$ cat config.mk
export PLATFORM = sky130hd
export DESIGN_NAME = range_scan_ctrl
export DESIGN_NICKNAME = d
export VERILOG_FILES = /design/src/rtl/range_scan_ctrl.sv
export SDC_FILE = /design/constraint.sdc
export NUM_CORES = 1
export LEC_CHECK = 0
export CAP_MARGIN = 15
export CELL_PAD_IN_SITES_DETAIL_PLACEMENT = 0
export CELL_PAD_IN_SITES_GLOBAL_PLACEMENT = 1
export CORE_UTILIZATION = 25
export DETAILED_ROUTE_END_ITERATION = 10
export GPL_ROUTABILITY_DRIVEN = 0
export HOLD_SLACK_MARGIN = 0.06
export PLACE_DENSITY = 0.63
export SLEW_MARGIN = 20
export SYNTH_ARGS = -nofsm -noshare
export SYNTH_HDL_FRONTEND = slang
export SYNTH_SLANG_ARGS = --single-unit
$ cat constraint.sdc
create_clock -name clk -period 2.4 [get_ports clk]
set_clock_uncertainty 0.05 [all_clocks]
set_input_delay 0.6 -clock clk [delete_from_list [all_inputs] [get_ports clk]]
set_output_delay 0.6 -clock clk [all_outputs]
set_load 0.01 [all_outputs]
$ cat src/rtl/range_scan_ctrl.sv
// Scans the Collatz range result RAM for the largest count (lowest index on ties), sharing the
// single read port with display reads that always take priority. `define RANGE_SCAN_MIN_EN adds min tracking.
module range_scan_ctrl #(
    parameter int RAM_WORDS     = 256,
    parameter int RAM_ADDR_BITS = 8,
    parameter int COUNT_W       = 16
) (
    input  logic                     clk,
    input  logic                     reset,
    input  logic                     go,
    input  logic                     range_done,
    output logic [RAM_ADDR_BITS-1:0] rd_addr,
    input  logic [COUNT_W-1:0]       rd_data,
    input  logic                     disp_req,
    input  logic [RAM_ADDR_BITS-1:0] disp_addr,
    output logic [COUNT_W-1:0]       disp_data,
    output logic                     disp_valid,
    output logic                     busy,
    output logic                     done,
    output logic [COUNT_W-1:0]       max_count,
    output logic [RAM_ADDR_BITS-1:0] max_idx
`ifdef RANGE_SCAN_MIN_EN
    ,
    output logic [COUNT_W-1:0]       min_count,
    output logic [RAM_ADDR_BITS-1:0] min_idx
`endif
);

    localparam int PTR_W = RAM_ADDR_BITS + 1;
    localparam logic [PTR_W-1:0] LAST_PTR = PTR_W'(RAM_WORDS - 1);

    typedef enum logic [2:0] {IDLE, WAIT_RANGE, SCAN, DRAIN, DONE} state_t;

    state_t                     state_q;
    logic [PTR_W-1:0]           ptr_q;
    logic                       tag_vld_q;
    logic                       tag_disp_q;
    logic [RAM_ADDR_BITS-1:0]   tag_addr_q;
    logic [COUNT_W-1:0]         disp_data_q;
    logic                       disp_valid_q;
    logic                       busy_q;
    logic                       done_q;
    logic [COUNT_W-1:0]         max_count_q;
    logic [RAM_ADDR_BITS-1:0]   max_idx_q;

    logic scan_issue;
    logic abort;
    logic scan_ret;
    logic scan_hit;
    logic clear_res;

    always_comb begin
        scan_issue = (state_q == SCAN) && range_done && !disp_req;
        abort      = ((state_q == SCAN) || (state_q == DRAIN)) && !range_done;
        clear_res  = (((state_q == IDLE) || (state_q == DONE)) && go) || abort;
        scan_ret   = tag_vld_q && !tag_disp_q;
        scan_hit   = scan_ret && !abort && (rd_data > max_count_q);
        // Display owns the port whenever it asks; otherwise the pointer drives it.
        rd_addr    = disp_req ? disp_addr : ptr_q[RAM_ADDR_BITS-1:0];
    end

    always_ff @(posedge clk) begin
        if (reset) begin
            state_q      <= IDLE;
            ptr_q        <= '0;
            tag_vld_q    <= 1'b0;
            tag_disp_q   <= 1'b0;
            tag_addr_q   <= '0;
            disp_data_q  <= '0;
            disp_valid_q <= 1'b0;
            busy_q       <= 1'b0;
            done_q       <= 1'b0;
            max_count_q  <= '0;
            max_idx_q    <= '0;
        end else begin
            // Read issue stage: owner tag and address travel with each read.
            tag_vld_q    <= disp_req || scan_issue;
            tag_disp_q   <= disp_req;
            tag_addr_q   <= rd_addr;

            // Return stage: route returning data to display or comparator.
            disp_valid_q <= tag_vld_q && tag_disp_q;
            if (tag_vld_q && tag_disp_q) begin
                disp_data_q <= rd_data;
            end

            if (clear_res) begin
                max_count_q <= '0;
                max_idx_q   <= '0;
                ptr_q       <= '0;
            end else begin
                if (scan_hit) begin
                    max_count_q <= rd_data;
                    max_idx_q   <= tag_addr_q;
                end
                if (scan_issue) begin
                    ptr_q <= ptr_q + PTR_W'(1);
                end
            end

            unique case (state_q)
                IDLE, DONE: begin
                    if (go) begin
                        state_q <= WAIT_RANGE;
                        busy_q  <= 1'b1;
                        done_q  <= 1'b0;
                    end
                end
                WAIT_RANGE: begin
                    if (range_done) begin
                        state_q <= SCAN;
                    end
                end
                SCAN: begin
                    if (abort) begin
                        state_q <= WAIT_RANGE;
                    end else if (scan_issue && (ptr_q == LAST_PTR)) begin
                        state_q <= DRAIN;
                    end
                end
                DRAIN: begin
                    if (abort) begin
                        state_q <= WAIT_RANGE;
                    end else if (!scan_ret) begin
                        state_q <= DONE;
                        busy_q  <= 1'b0;
                        done_q  <= 1'b1;
                    end
                end
                default: begin
                    state_q <= IDLE;
                    busy_q  <= 1'b0;
                    done_q  <= 1'b0;
                end
            endcase
        end
    end

`ifdef RANGE_SCAN_MIN_EN
    logic [COUNT_W-1:0]       min_count_q;
    logic [RAM_ADDR_BITS-1:0] min_idx_q;

    always_ff @(posedge clk) begin
        if (reset) begin
            min_count_q <= '1;
            min_idx_q   <= '0;
        end else if (clear_res) begin
            min_count_q <= '1;
            min_idx_q   <= '0;
        end else if (scan_ret && (rd_data < min_count_q)) begin
            min_count_q <= rd_data;
            min_idx_q   <= tag_addr_q;
        end
    end

    assign min_count = min_count_q;
    assign min_idx   = min_idx_q;
`endif

    assign disp_data  = disp_data_q;
    assign disp_valid = disp_valid_q;
    assign busy       = busy_q;
    assign done       = done_q;
    assign max_count  = max_count_q;
    assign max_idx    = max_idx_q;

endmodule

==> results.tsv <==
stage	metric	value	unit
status	outcome	finished clean	
cts	cts_sinks	65	
cts	clk-insertion-delay-late	330	ps
setup_path	critPathMaxStageDelay	490	ps
global_routing	grt-ovfl-total	0	
timing	finalMaxSlewViolations	0	
setup_path	critPathTopFamily	compound AO/OA/AOI/OAI gates	
route	wl_per_cell	14.9	um
timing	setup_viol	0	
die	pin_count	80	
cts	cts_max_level	3	
route	route.detailed.drc	0	
global_routing	antenna_found_initial	0	
final_layout	fin_area	5220	um^2
setup_path	crit_type	input pin to flip-flop	
route	via_count	3477	
die	die-area	14000	um^2
timing	period_share	97.8	%
timing	fin_hold_ws	405	ps
cts	cts_buffer_depth	2	
timing	worst_pin_slew	666	ps
route	postRouteAntennaNets	0	
die	initial_core_util	25.6	%
power_and_ir_drop	power_density	667	nW/um^2
die	die_y	118	um
setup_path	critPathArrivalTime	2550	ps
die	die_x	118	um
yosys	avgSynthCellArea	8.20	um^2
timing	fmax	426	MHz
cts	cts-root-buf	clkbuf_16	
setup_path	cp.required	2600	ps
placement	place_area	4660	um^2
placement	portBuffers	79	
setup_path	cp.buffers_inverters	3	
route	drtIter0Drc	140	
cts	cts_buffers	9	
power_and_ir_drop	p_switching	925	uW
cts	cts_hold_buf	0	
power_and_ir_drop	swShare	26.6	%
power_and_ir_drop	p_int	2550	uW
setup_path	cp-start-kind	input pin	
final_layout	final_cells	708	
die	core-area	13200	um^2
yosys	synthFlopType	dfxtp_1	
timing	relSlewSlack	55.6	%
yosys	synth_area	3390	um^2
yosys	synthCells	413	
global_routing	grt_pass1_wl	17.2	mm
global_routing	grt_pass1_vias	3274	
timing	period_minus_slack	2350	ps
yosys	synth_edf_count	0	
global_routing	grt_use_total	15.6	%
setup_path	cp-end-kind	flip-flop	
final_layout	most-common-layout-cells	nand2_1, dfxtp_1, clkdlybuf4s50_1	
yosys	synthArstFlopShare	0	%
power_and_ir_drop	comb_power_share	20.2	%
global_routing	grt_max_degree	49	
final_layout	area_growth_syn_to_layout	54.0	%
route	first_pass_iters	4	
timing	finalHoldViolations	0	
route	drt-vias-per-instance	4.91	
yosys	ys_seq_elements	65	
yosys	ys_warn_count	0	
final_layout	fillers	1375	
setup_path	cp_max_fo	5	
final_layout	drive_gt1_share	22.2	%
power_and_ir_drop	finalPower	3480	uW
final_layout	layout_commonest_cell	nand2_1	
power_and_ir_drop	ir_drop	0.311	mV
power_and_ir_drop	seq_power_share	35.0	%
cts	clkTransAtPathRegs	60	ps
power_and_ir_drop	clkPwrFrac	44.9	%
yosys	synth_cell_types	42	
setup_path	critPathSlowestCell	a2111o_1	
placement	dpl.hpwl	7.24	mm
worst_hold_path	hold_path_class	flip-flop to flip-flop	
final_layout	nets	574	
die	rows	42	
final_layout	antenna_cells	0	
placement	numPlacedInstances	681	
cts	cts_tree	built	
route	routed_wl	10.5	mm
job	max_cap_violations	0	
yosys	seq_area_frac_synth	38.4	%
setup_path	cp_cell_sequence	dlygate4sd2_1 > ha_1 > nand4_1 > a2111o_1 > buf_6 > buf_4 > a31o_2 > a31oi_1	
power_and_ir_drop	power.leakage	0.00188	uW
yosys	syn-num-nets	460	
==> layout make-up <==
cell class / instances / area (um^2) / share of cell area, %
clock buffers: 12 / 256 / 4.92
clock inverters: 4 / 98.8 / 1.89
inverters: 21 / 78.8 / 1.51
multi-input cells: 293 / 1980 / 37.9
flip-flops and latches: 65 / 1300 / 25.0
well taps: 176 / 220 / 4.22
repair buffers: 137 / 1280 / 24.6
==> sequential cells by signal, summed over array words and instances (netlist names) <==
| register | flops |
|---|---|
| max_idx | 8 |
| tag_vld_q | 1 |
| busy | 1 |
| disp_data | 16 |
| tag_disp_q | 1 |
| done | 1 |
| max_count | 16 |
| tag_addr_q | 8 |
| ptr_q | 9 |
| disp_valid | 1 |
| state_q | 3 |
==> layer usage <==
metal | vias to the layer above | routed length, um | part of all wire, % | global-route usage (%)
li1 | 1720 | - | - | -
met1 | 1655 | 4990 | 47 | 20.6
met2 | 90 | 4970 | 47 | 24.7
met3 | 12 | 463 | 4.4 | 4.01
met4 | 0 | 125 | 1.2 | 5.14
met5 | - | 0 | 0 | 0
==> timing repair <==
action | 4_1_cts | 5_1_grt
pin swaps | 21 | 10
gates cloned | 2 | 0
buffers inserted | 3 | 6
resized for setup | 40 | 11
endpoints found under the setup margin | 32 | 11
==> power by group through the flow <==
stage | Clock, uW | Combinational [uW] | Sequential, uW
after floorplan | 0 | 390 | 1210
after global placement | 0 | 671 | 1240
after detailed placement | 0 | 675 | 1240
after CTS | 1600 | 694 | 1210
after global routing | 1640 | 774 | 1230
final | 1560 | 702 | 1220
==> worst min-delay path: stages (launching register included) <==
cell	delay, ps
dfxtp_1	310
nand2_1	50
a21oi_1	50
==> metrics by stage <==
step,setup TNS (ps),util [%],worst slack [ps]
after floorplan,0,-,124
after global placement,-12700,35.2,-435
after detailed placement,-14290,35.2,-533
after CTS,0,38.7,21.8
after global routing,-3.01,39.4,-3.01
final,0,39.4,53.2
==> synthesized netlist by cell type (2+ instances only) <==
library cell,number,area share [%]
dfxtp_1,65,38
nand2_1,64,7.1
nand4_1,31,5.7
a21oi_1,28,4.1
a31oi_1,24,4.4
nand3_1,23,3.4
nor2_1,22,2.4
inv_1,21,2.3
clkbuf_1,20,2.2
a31o_2,18,4.7
ha_1,18,6.6
nor2b_1,11,2.0
buf_2,10,1.5
mux2_2,8,2.7
xor2_1,6,1.6
a31o_1,5,1.3
o21ai_0,5,0.74
and3_1,4,0.74
a211oi_1,3,0.66
and2_1,2,0.37
buf_1,2,0.22
buf_8,2,0.89
or4_1,2,0.44
==> path summary, 6_finish.rpt <==
path	startpoint	end	slack (ps)	cells past startpoint
max	rd_data[8]	max_count[10]	50	8
max reg2reg	max_count[11]	max_count[10]	80	8
min reg2reg	disp_data[12]	disp_data[12]	410	2
min	disp_data[12]	disp_data[12]	410	2
==> cell families after synthesis <==
group	count (synthesis)	synth area share (%)
simple gates	166	24.5
compound gates	93	18.6
flops	65	38.4
buf+inv	55	7.13
fa+ha+maj	18	6.65
mux	9	2.96
xor+xnor	7	1.81
Note: power is estimated with default switching activity, not from simulation.
